--- src/rtl/calc_pkg.sv ---
// Shared calculator definitions: key codes, entry FSM states and display-source encoding.
package calc_pkg;

  localparam logic [3:0] KEY_PLUS = 4'hA;
  localparam logic [3:0] KEY_EQ   = 4'hB;
  localparam logic [3:0] KEY_CLR  = 4'hC;
  localparam logic [3:0] KEY_BS   = 4'hD;

  // Three BCD digits per operand, so the digit count saturates here.
  localparam logic [1:0] COUNT_MAX = 2'd3;

  localparam logic [1:0] DISP_A   = 2'd0;
  localparam logic [1:0] DISP_B   = 2'd1;
  localparam logic [1:0] DISP_SUM = 2'd2;

  typedef enum logic [1:0] {
    ENTRY_A = 2'd0,
    ENTRY_B = 2'd1,
    RESULT  = 2'd2
  } state_e;

  function automatic logic [1:0] disp_of(state_e s);
    case (s)
      ENTRY_B: return DISP_B;
      RESULT:  return DISP_SUM;
      default: return DISP_A;
    endcase
  endfunction

endpackage

--- src/rtl/bcd_operand_reg.sv ---
// One 3-digit BCD operand with a saturating digit count; shifts left on entry, right on backspace.
module bcd_operand_reg
  import calc_pkg::*;
(
  input  logic       clk,
  input  logic       rst,
  input  logic       clr,
  input  logic       shift_in,
  input  logic [3:0] digit,
  input  logic       shift_out,
  output logic [3:0] dig_1,
  output logic [3:0] dig_2,
  output logic [3:0] dig_3,
  output logic       full
);

  logic [1:0] count;

  assign full = (count == COUNT_MAX);

  // NOTE: sequential state uses non-blocking assignments so every flop samples pre-edge values.
  always_ff @(posedge clk) begin
    if (rst) begin
      dig_1 <= 4'd0;
      dig_2 <= 4'd0;
      dig_3 <= 4'd0;
      count <= 2'd0;
    end else if (clr) begin
      // Clear with a simultaneous digit restarts the operand at that digit.
      dig_1 <= shift_in ? digit : 4'd0;
      dig_2 <= 4'd0;
      dig_3 <= 4'd0;
      count <= shift_in ? 2'd1 : 2'd0;
    end else if (shift_in && !full) begin
      dig_3 <= dig_2;
      dig_2 <= dig_1;
      dig_1 <= digit;
      count <= count + 2'd1;
    end else if (shift_out && (count != 2'd0)) begin
      dig_1 <= dig_2;
      dig_2 <= dig_3;
      dig_3 <= 4'd0;
      count <= count - 2'd1;
    end
  end

endmodule

--- src/rtl/operand_sequencer.sv ---
// Keypad-to-operand entry FSM for the BCD calculator; backspace decode only with OPERAND_BACKSPACE_EN defined.
module operand_sequencer
  import calc_pkg::*;
(
  input  logic       clk,
  input  logic       rst,
  input  logic       key_valid,
  input  logic [3:0] key_code,
  output logic [3:0] dig1_1,
  output logic [3:0] dig1_2,
  output logic [3:0] dig1_3,
  output logic [3:0] dig2_1,
  output logic [3:0] dig2_2,
  output logic [3:0] dig2_3,
  output logic [1:0] disp_sel,
  output logic       sum_start,
  output logic       result_valid
);

  state_e state_q, state_d;
  logic   clr_ops, shift_a, shift_b, bs_a, bs_b, start_d;
  logic   full_a, full_b;
  logic   is_digit;

  assign is_digit = (key_code <= 4'd9);

  // NOTE: every always_comb output gets a default first, so no path can infer a latch.
  always_comb begin
    state_d = state_q;
    clr_ops = 1'b0;
    shift_a = 1'b0;
    shift_b = 1'b0;
    bs_a    = 1'b0;
    bs_b    = 1'b0;
    start_d = 1'b0;
    if (key_valid) begin
      if (key_code == KEY_CLR) begin
        clr_ops = 1'b1;
        state_d = ENTRY_A;
      end else begin
        case (state_q)
          ENTRY_A: begin
            if (is_digit)                   shift_a = 1'b1;
            else if (key_code == KEY_PLUS)  state_d = ENTRY_B;
`ifdef OPERAND_BACKSPACE_EN
            else if (key_code == KEY_BS)    bs_a = 1'b1;
`endif
          end
          ENTRY_B: begin
            if (is_digit) shift_b = 1'b1;
            else if (key_code == KEY_EQ) begin
              state_d = RESULT;
              start_d = 1'b1;
            end
`ifdef OPERAND_BACKSPACE_EN
            else if (key_code == KEY_BS)    bs_b = 1'b1;
`endif
          end
          RESULT: begin
            // A digit starts a fresh calculation with that digit as A's units.
            if (is_digit) begin
              clr_ops = 1'b1;
              shift_a = 1'b1;
              state_d = ENTRY_A;
            end
          end
          default: state_d = ENTRY_A;
        endcase
      end
    end
  end

  // Outputs are registered from the next state so they line up with the operand registers.
  always_ff @(posedge clk) begin
    if (rst) begin
      state_q      <= ENTRY_A;
      disp_sel     <= DISP_A;
      sum_start    <= 1'b0;
      result_valid <= 1'b0;
    end else begin
      state_q      <= state_d;
      disp_sel     <= disp_of(state_d);
      sum_start    <= start_d;
      result_valid <= (state_d == RESULT);
    end
  end

  bcd_operand_reg u_op_a (
    .clk       (clk),
    .rst       (rst),
    .clr       (clr_ops),
    .shift_in  (shift_a),
    .digit     (key_code),
    .shift_out (bs_a),
    .dig_1     (dig1_1),
    .dig_2     (dig1_2),
    .dig_3     (dig1_3),
    .full      (full_a)
  );

  bcd_operand_reg u_op_b (
    .clk       (clk),
    .rst       (rst),
    .clr       (clr_ops),
    .shift_in  (shift_b),
    .digit     (key_code),
    .shift_out (bs_b),
    .dig_1     (dig2_1),
    .dig_2     (dig2_2),
    .dig_3     (dig2_3),
    .full      (full_b)
  );

  // Saturation is handled inside each operand; the flags are kept for debug visibility only.
  logic unused_full;
  assign unused_full = full_a ^ full_b;

endmodule

--- config.mk ---
export PLATFORM = sky130hd
export DESIGN_NAME = operand_sequencer
export DESIGN_NICKNAME = d
export VERILOG_FILES = /design/src/rtl/calc_pkg.sv /design/src/rtl/bcd_operand_reg.sv /design/src/rtl/operand_sequencer.sv
export SDC_FILE = /design/constraint.sdc
export NUM_CORES = 1
export LEC_CHECK = 0
export BUFFER_PORTS_ARGS = -buffer_cell sky130_fd_sc_hd__clkbuf_2
export CAP_MARGIN = 20
export CORE_ASPECT_RATIO = 1.25
export CORE_MARGIN = 1.5
export CORE_UTILIZATION = 30
export DETAILED_ROUTE_END_ITERATION = 7
export REMOVE_ABC_BUFFERS = 1
export SLEW_MARGIN = 20
export SYNTH_ARGS = -nofsm -noshare
export SYNTH_HDL_FRONTEND = slang
export SYNTH_SLANG_ARGS = --single-unit
--- constraint.sdc ---
create_clock -name clk -period 2.98 [get_ports clk]
set_clock_uncertainty 0.15 [all_clocks]
set_input_delay 0.596 -clock clk [delete_from_list [all_inputs] [get_ports clk]]
set_output_delay 0.596 -clock clk [all_outputs]
set_load 0.02 [all_outputs]
==> impl_metrics.env <==
export IMPL_cts_made_buffers=5
export IMPL_fin_crit_ps=2080
export IMPL_clock_path_buffers=2
export IMPL_routabilityCongestion=0.736
export IMPL_final_net_count=195
export IMPL_start_kind="input port"
export IMPL_path_depth=6
export IMPL_synth_cells=151
export IMPL_drt_initial_drc_count=94
export IMPL_status="complete, no violations"
export IMPL_power_static_leakage_uw=0.000748
export IMPL_synth_mux_area_share_pct=7.27
export IMPL_drive_gt1_share_pct=25.1
export IMPL_synthTopCellsByArea="dfxtp_1 (48%), mux2i_1 (7.3%), nand2_1 (6.0%), a21oi_1 (5.1%), nor2_1 (3.5%)"
export IMPL_synth_top_area_share_pct=48.0
export IMPL_grt_use_met2_pct=18.7
export IMPL_htree_levels=2
export IMPL_pin_count=35
export IMPL_overflow=0
export IMPL_fp_dieArea_um2=5010
export IMPL_coreArea_um2=4430
export IMPL_slew_violations=0
export IMPL_fin_util_pct=38.8
export IMPL_dr_total_vias=1147
export IMPL_worst_setup_path_end_kind="register"
export IMPL_synth_simple_area_share_pct=23.3
export IMPL_ir_drop_v=0.000187
export IMPL_synth_top_family_by_area="simple AND/OR/NAND/NOR gates"
export IMPL_fin_crit_sh_pct=69.6
export IMPL_drt_pass1_iter_count=4
export IMPL_setup_tns_ps=0
export IMPL_rows=27
export IMPL_cts_tree="built"
export IMPL_synth_compound_area_share_pct=13.7
export IMPL_antenna_cells=0
export IMPL_final_cell_mix="clkbuf_2 (34), dfxtp_1 (33), nand2_1 (22)"
export IMPL_r2r_cells=5
export IMPL_syn_cell_area_um2=1380
export IMPL_cap_viol_max_count=0
export IMPL_dp_slack_ps=599
export IMPL_grt_pass1_wl_um=4730
export IMPL_finalSetupViolCount=0
export IMPL_route_detailed_drc=0
export IMPL_die_h_um=78.8
export IMPL_worstPathRequired_ps=3000
export IMPL_grt_pass1_vias=1050
export IMPL_grt_max_degree=20
export IMPL_max_freq_ghz=0.482
export IMPL_cpMaxStageDelayCell="or4b_4"
export IMPL_avgSynthCellArea_um2=9.12
export IMPL_holdBufCountCts=0
export IMPL_synth_area_leader_cell="dfxtp_1"
export IMPL_hold_violations=0
export IMPL_hold_worst_slack_ps=305
export IMPL_synth_xor_area_share_pct=0.636
export IMPL_ctsResizeCount=0
export IMPL_final_common_cell="clkbuf_2"
export IMPL_crit_buf_inv=2
export IMPL_cp_max_fo=19
export IMPL_path_delay_family="simple AND/OR/NAND/NOR gates"
export IMPL_cts_root_buffer="clkbuf_8"
export IMPL_viasPerCell=4.68
export IMPL_rsz0062_at_grt="false"
export IMPL_antenna_found_initial=0
export IMPL_critPathKind="in2reg"
export IMPL_path_cells="clkbuf_2, or4b_4, a31o_1, nand2b_1, buf_4, nor2_1"
export IMPL_cts_sinks=33
export IMPL_grt_use_met3_pct=3.12
export IMPL_syn_to_final_growth_pct=24.5
export IMPL_finalWorstSetupSlack_ps=905
export IMPL_synth_seq_area_share_pct=48.0
export IMPL_power_density_nw_per_um2=595
export IMPL_cpPeakStageDelay_ps=560
export IMPL_synth_fa_ha_area_share_pct=1.82
export IMPL_tightest_slew_ps=458
export IMPL_track_usage_pct=11.8
export IMPL_slew_headroom_pct=69.5
export IMPL_clk_pin_slew_ps=70
export IMPL_detail_route_antenna_nets=0
export IMPL_min_path_type="reg2reg"
export IMPL_postCtsSetupBuffers=0
export IMPL_use_met1_pct=14.6
export IMPL_clk_latency_ps=280
export IMPL_start_util_pct=31.1
export IMPL_hold_depth=2
export IMPL_port_buffer_count=34
export IMPL_wire_per_inst_um=11.3
export IMPL_ys_types=34
export IMPL_worstPathArrival_ps=2090
export IMPL_top_usage_layer="met2"
export IMPL_synth_seq_cells=33
export IMPL_wirelength_um=2770
export IMPL_post_dp_hpwl_um=1960
export IMPL_ys_warn_count=0
export IMPL_die_w_um=63.6
## routing by layer
layer | up-vias | part of all wire [%]
met5 | - | 0
met4 | 0 | 2.0
met3 | 4 | 4.6
met2 | 29 | 47
met1 | 519 | 47
li1 | 595 | -
## stage by stage
stage	instances	power [µW]	cell area, µm²
global placement	237	541	1580
floorplan	142	512	1320
global route	245	1070	1720
CTS	245	1040	1720
finish	245	1020	1720
detailed placement	237	541	1580
## state kept, by name (all words and copies together), names as in the netlist
signal	cells
disp_sel	2
state_q	2
sum_start	1
u_op_a.count	2
u_op_a.dig_1	4
u_op_a.dig_2	4
u_op_a.dig_3	4
u_op_b.count	2
u_op_b.dig_1	4
u_op_b.dig_2	4
u_op_b.dig_3	4
## cells in the mapped netlist
cell,n
a31oi_1,1
o21ai_0,2
mux2i_1,10
a21boi_1,2
dfxtp_1,33
a41oi_1,1
nor4b_1,1
o21a_1,5
ha_1,2
buf_4,3
nand3b_1,1
and3_1,4
nor3b_1,3
a21boi_0,2
nand2b_1,3
or4b_4,1
a21oi_1,14
or3_1,1
a31o_1,1
or3b_2,1
clkbuf_1,3
buf_6,2
nand4bb_1,1
xnor2_1,1
inv_1,3
nor2_1,13
a32oi_1,2
buf_2,1
and3b_1,1
nand4_1,1
nand2_1,22
or4_1,1
nor3_1,2
nand3_1,7
## final timing paths
kind | startpoint | to | slack (ps)
hold reg to reg | u_op_b.dig_3[2] | u_op_b.dig_3[2] | 310
setup reg to reg | u_op_a.count[0] | u_op_a.dig_3[0] | 950
hold / removal | u_op_b.dig_3[2] | u_op_b.dig_3[2] | 310
setup / recovery | key_code[1] | u_op_a.dig_2[0] | 900
## where the power goes
group	leakage (µW)	switching, µW	internal, µW
combinational	0.000413	44.5	29.4
clock	0.0000681	157	332
sequential	0.000267	6.66	450
## kinds of logic (layout without fill, tap and decap cells)
| group | count (synthesis) | after routing |
|---|---|---|
| AND/OR/NAND/NOR | 63 | 63 |
| AO/OA/AOI/OAI | 30 | 30 |
| adder cells (fa/ha/maj) | 2 | 2 |
| multiplexers | 10 | 10 |
| buffers and inverters | 12 | 48 |
| XOR/XNOR | 1 | 1 |
| flip-flops | 33 | 33 |
## cell type report
class                      instances  area, µm²
fill                             476       2710
sequential                        33        661
multi-input combinational        106        644
timing repair buffer              37        193
tap                               58       72.6
clock buffer                       5       68.8
clock inverter                     3       65.1
inverter                           3       11.3
## worst register-to-register path, delay by kind of cell (launching register included)
| kind | cells | cell delay, ps |
|---|---|---|
| flip-flops | 1 | 330 |
| AND/OR/NAND/NOR | 2 | 780 |
| buffers and inverters | 1 | 280 |
| adder cells (fa/ha/maj) | 1 | 240 |
| multiplexers | 1 | 150 |
Power figures use the tool's default switching activity.
